## src/rtl/shared_reg_pkg.sv

```systemverilog
// Shared definitions for the round-robin shared-register write arbiter.
package shared_reg_pkg;

  // Arbiter FSM states.
  typedef enum logic [1:0] {
    StIdle   = 2'd0,
    StGrant  = 2'd1,
    StCommit = 2'd2
  } state_e;

  // Width of the committed-write counter.
  localparam int unsigned COUNT_W = 16;

  // Bits needed to index n requesters (never less than one bit).
  function automatic int unsigned idx_width(input int unsigned n);
    return (n > 32'd1) ? int'($clog2(n)) : 32'd1;
  endfunction

endpackage

```

## src/rtl/rr_picker.sv

```systemverilog
// Combinational round-robin search: first set req bit at or after ptr, wrapping.
module rr_picker #(
  parameter int unsigned NUM_REQ = 4,
  parameter int unsigned IDX_W   = 2
) (
  input  logic [NUM_REQ-1:0] req,
  input  logic [IDX_W-1:0]   ptr,
  output logic               found,
  output logic [IDX_W-1:0]   winner
);

  // Scan from the farthest offset down so the nearest requester after ptr wins.
  always_comb begin
    found  = |req;
    winner = '0;
    for (int i = int'(NUM_REQ) - 1; i >= 0; i--) begin
      if (req[(int'(ptr) + i) % int'(NUM_REQ)]) begin
        winner = IDX_W'((int'(ptr) + i) % int'(NUM_REQ));
      end
    end
  end

endmodule

```

## src/rtl/shared_reg_arbiter.sv

```systemverilog
// Round-robin write arbiter sharing one WIDTH-bit register between NUM_REQ requesters.
module shared_reg_arbiter
  import shared_reg_pkg::*;
#(
  parameter int unsigned NUM_REQ = 4,
  parameter int unsigned WIDTH   = 8
) (
  input  logic                           clock,
  input  logic                           reset,
  input  logic [NUM_REQ-1:0]             req,
  input  logic [NUM_REQ*WIDTH-1:0]       wdata,
  input  logic                           clear,
  output logic [NUM_REQ-1:0]             grant,
  output logic [NUM_REQ-1:0]             ack,
  output logic [WIDTH-1:0]               q,
  output logic [idx_width(NUM_REQ)-1:0]  owner,
  output logic                           busy,
  output logic [COUNT_W-1:0]             write_count
);

  localparam int unsigned IDX_W = idx_width(NUM_REQ);
  localparam logic [NUM_REQ-1:0] ReqOne = {{(NUM_REQ-1){1'b0}}, 1'b1};
  localparam logic [IDX_W-1:0] LastIdx = IDX_W'(NUM_REQ - 1);

  state_e               state_q, state_d;
  logic [IDX_W-1:0]     ptr_q, ptr_d;
  logic [IDX_W-1:0]     win_q, win_d;
  logic [NUM_REQ-1:0]   grant_q, grant_d;
  logic [NUM_REQ-1:0]   ack_q, ack_d;
  logic [WIDTH-1:0]     data_q, data_d;
  logic [IDX_W-1:0]     owner_q, owner_d;
  logic [COUNT_W-1:0]   count_q;
  logic                 count_en;

  logic                 pick_found;
  logic [IDX_W-1:0]     pick_winner;
  logic [WIDTH-1:0]     slice [NUM_REQ];
  logic                 win_req;
  logic                 commit;

  for (genvar i = 0; i < int'(NUM_REQ); i++) begin : g_slice
    assign slice[i] = wdata[i*WIDTH +: WIDTH];
  end

  rr_picker #(
    .NUM_REQ (NUM_REQ),
    .IDX_W   (IDX_W)
  ) u_picker (
    .req    (req),
    .ptr    (ptr_q),
    .found  (pick_found),
    .winner (pick_winner)
  );

  // Granted requester still holding its request; clear aborts a pending commit.
  assign win_req = req[win_q];
  assign commit  = (state_q == StGrant) && win_req && !clear;

  // State register.
  always_ff @(posedge clock or posedge reset) begin
    if (reset) begin
      state_q <= StIdle;
    end else begin
      state_q <= state_d;
    end
  end

  // Next-state logic: IDLE -> GRANT on any request, GRANT -> COMMIT or back to IDLE.
  always_comb begin
    state_d = state_q;
    unique case (state_q)
      StIdle:   if (pick_found) state_d = StGrant;
      StGrant:  state_d = commit ? StCommit : StIdle;
      StCommit: state_d = StIdle;
      default:  state_d = StIdle;
    endcase
  end

  // Next values of the registered outputs and bookkeeping registers.
  always_comb begin
    grant_d  = '0;
    ack_d    = '0;
    win_d    = win_q;
    ptr_d    = ptr_q;
    owner_d  = owner_q;
    data_d   = data_q;
    count_en = 1'b0;
    if ((state_q == StIdle) && pick_found) begin
      grant_d = ReqOne << pick_winner;
      win_d   = pick_winner;
    end
    if (commit) begin
      ack_d    = ReqOne << win_q;
      data_d   = slice[win_q];
      owner_d  = win_q;
      count_en = 1'b1;
      ptr_d    = (win_q == LastIdx) ? '0 : win_q + 1'b1;
    end
    // Clear always wins over a same-edge commit of the data.
    if (clear) data_d = '0;
  end

  // Datapath and bookkeeping registers.
  always_ff @(posedge clock or posedge reset) begin
    if (reset) begin
      ptr_q   <= '0;
      win_q   <= '0;
      grant_q <= '0;
      ack_q   <= '0;
      data_q  <= '0;
      owner_q <= '0;
      count_q <= '0;
    end else begin
      ptr_q   <= ptr_d;
      win_q   <= win_d;
      grant_q <= grant_d;
      ack_q   <= ack_d;
      data_q  <= data_d;
      owner_q <= owner_d;
      if (count_en) count_q <= count_q + 1'b1;
    end
  end

  assign grant       = grant_q;
  assign ack         = ack_q;
  assign q           = data_q;
  assign owner       = owner_q;
  assign busy        = (state_q != StIdle);
  assign write_count = count_q;

endmodule
```

## config.mk

```make
export PLATFORM = sky130hd
export DESIGN_NAME = shared_reg_arbiter
export DESIGN_NICKNAME = d
export VERILOG_FILES = /design/src/rtl/shared_reg_pkg.sv /design/src/rtl/rr_picker.sv /design/src/rtl/shared_reg_arbiter.sv
export SDC_FILE = /design/constraint.sdc
export NUM_CORES = 1
export LEC_CHECK = 0
export CAP_MARGIN = 20
export CORE_MARGIN = 8
export CORE_UTILIZATION = 44
export CTS_CLUSTER_SIZE = 28
export DETAILED_ROUTE_END_ITERATION = 7
export PLACE_DENSITY_LB_ADDON = 0.3
export SYNTH_ARGS = -nofsm -noshare
export SYNTH_HDL_FRONTEND = slang
export SYNTH_SLANG_ARGS = --single-unit
```

## constraint.sdc

```tcl
create_clock -name clock -period 1.9 [get_ports clock]
set_input_delay 0.19 -clock clock [delete_from_list [all_inputs] [get_ports clock]]
set_output_delay 0.19 -clock clock [all_outputs]
set_load 0.01 [all_outputs]
```

==> impl_metrics.csv <==
group,metric,value,unit
placement,dp.cells,285,
die,dieArea,6770,um2
placement,place_ws,0.0562,ns
die,die_h,82.3,um
grt,grt_pass1_vias,1706,
finish,layout-drive-gt1-share,14.9,%
pwr,p_total,3.30,mW
die,rows,24,
finish,fin_area,2890,um2
finish,postLayoutCoreUtil,67.2,%
sta,slew_headroom,67.5,%
clock_network,postCtsHoldBufs,0,
drt,drtPass1Iterations,4,
clock_network,clock_sinks,40,
die,start_util,45.0,%
synth,ys_warn_count,0,
synth,ys_seq_area_share,51.7,%
drt,detail-route-antenna-nets,0,
critical_path,crit_arrival,1.52,ns
drt,drt_iter0_drc,47,
drt,m1WireLength,2010,um
drt,dr.max_layer_used,"met4",
clock_network,postCtsSetupRepairBufs,0,
die,fp.coreArea,4290,um2
critical_path,critPathMaxStageDelay,0.49,ns
sta,finalCritPeriodShare,89.8,%
grt,globalRouteTotalUtil,14.9,%
finish,nNetsFinal,284,
placement,dpl_cell_area,2780,um2
pwr,p_leak,1.30,nW
clock_network,cts.reportedPaths.clkPinSlew,0.08,ns
critical_path,cp-start-kind,"register",
critical_path,crit_fanout,3,
critical_path,end_kind,"output pin",
clock_network,clockRootBuffer,"clkbuf_8",
grt,antenna_found_initial,0,
drt,vias,1551,
sta,fin_hold_ws,0.322,ns
clock_network,clockBufferDepth,2,
finish,mostFrequentLayoutCells,"clkdlybuf4s50_1, dfrtp_1, nand2_1, xnor2_1, buf_4",
critical_path,critPathKind,"reg -> out",
finish,final_common_cell,"clkdlybuf4s50_1",
synth,synthesis.instances,154,
sta,timing.final.ws_setup,0.194,ns
synth,synth_area_per_cell,12.6,um2
critical_path,crit_chain,"or2_2, clkdlybuf4s50_1",
clock_network,clk_latency,0.29,ns
finish,syn_to_final_growth,49.3,%
synth,synth_enable_flop_cells,0,
synth,synth_flop_cell,"dfrtp_1",
drt,drc,0,
critical_path,slowest_stage,"clkdlybuf4s50_1",
clock_network,cts_max_level,2,
placement,place_hpwl,3670,um
grt,gr-total-overflow,0,
sta,finalHoldViolations,0,
sta,rsz0062_at_grt,"no",
critical_path,worstPathRequired,1.71,ns
grt,grt_max_degree,41,
sta,maxSlewViolCount,0,
finish,num_antenna_cells,0,
drt,routed_wl,4730,um
placement,io_buffers,73,
synth,synthesis.nets,198,
sta,tns,0,ns
synth,synth-seq-cells,40,
finish,finalNonFillerCells,293,
drt,wl_met2,2250,um
placement,gp_congestion,0.773,
pwr,power.density,1140,nW/um2
die,dieWidth,82.3,um
clock_network,cts_buffers,5,
synth,syn-cell-area,1930,um2
die,ios,74,
sta,tightestPinTransition,0.488,ns
min_path,hold_class,"in -> async",
clock_network,cts-resized-gates,0,
sta,max_freq,586,MHz
sta,setup_violations,0,
synth,synthArstFlopShare,100,%
drt,wl_met3,405,um
clock_network,cts_tree,"done",
sta,fin_worst_skew,0.00744,ns
drt,wl_per_cell,16.1,um
drt,post_drt_via_cell_ratio,5.29,
grt,grt_first_pass_wirelength,7880,um
job,drv_cap,0,
pwr,ir_drop,784,uV
synth,synth_cell_type_count,38,
status,outcome,"completed",
sta,post-route-min-period,1.71,ns
## where the power goes
part | total [mW] | switching (mW) | internal, mW
sequential | 1.23 | 0.175 | 1.06
clock | 0.681 | 0.291 | 0.390
combinational | 1.39 | 0.615 | 0.775
## cell usage after synthesis (2+ instances only)
master / number / share of area, %
nand3_1: 3 / 0.78
nor3_1: 2 / 0.52
buf_2: 2 / 0.52
a22o_1: 8 / 3.6
and3_1: 6 / 1.9
inv_1: 9 / 1.7
or2_2: 2 / 0.65
nor2_1: 7 / 1.4
xnor2_1: 11 / 5.0
o221ai_1: 2 / 0.91
nand4_1: 4 / 1.3
ha_1: 5 / 3.2
dfrtp_1: 40 / 52
o21ai_0: 3 / 0.78
mux4_2: 9 / 10
and4_1: 2 / 0.91
xor2_1: 4 / 1.8
nor2b_1: 2 / 0.65
nand2_1: 13 / 2.5
a21oi_1: 2 / 0.52
## registers in the layout (all words and copies together), names as in the netlist
signal       flops
write_count     16
q                8
ack              4
grant            4
owner            2
ptr_q            2
state_q          2
win_q            2
## routing by layer
layer | global-route usage (%) | vias up
li1 | - | 729
met1 | 17.9 | 757
met2 | 24.6 | 58
met3 | 5.52 | 7
met4 | 4.39 | 0
met5 | 0 | -
## kinds of logic after synthesis
kind of cell    count (synthesis)  synth area share, %
mux                            10                 11.1
buf+inv                        15                 3.56
compound gates                 21                 9.12
flops                          40                 51.7
xor+xnor                       15                 6.79
fa+ha+maj                       5                 3.23
simple gates                   48                 14.5
## worst max-delay path: cells and delay by family, from the launching register on
family | cells | cell delay (ns)
flip-flops | 1 | 0.42
buffers and inverters | 1 | 0.49
AND/OR/NAND/NOR | 1 | 0.33
## worst paths after layout
kind | startpoint | end | slack [ns] | depth (start not counted)
worst max-delay path | state_q[1] | busy | 0.19 | 2
worst min-delay path | reset | ack[1] | 0.32 | 3
worst max register to register | win_q[1] | write_count[15] | 0.23 | 4
worst min register to register | write_count[6] | write_count[6] | 0.49 | 1
max in group asynchronous | reset | state_q[1] | 1.23 | 3
min in group clock | write_count[6] | write_count[6] | 0.49 | 1
## area by class of cell
class                           instances  area (um2)
Sequential cell                        40        1000
Inverter                               11        43.8
Clock inverter                          2        35.0
Timing Repair Buffer                   83         806
Clock buffer                            6        72.6
Fill cell                             324        1410
Tap cell                               52        65.1
Multi-Input combinational cell         99         865
No activity file was read; power rests on OpenSTA's default activity.
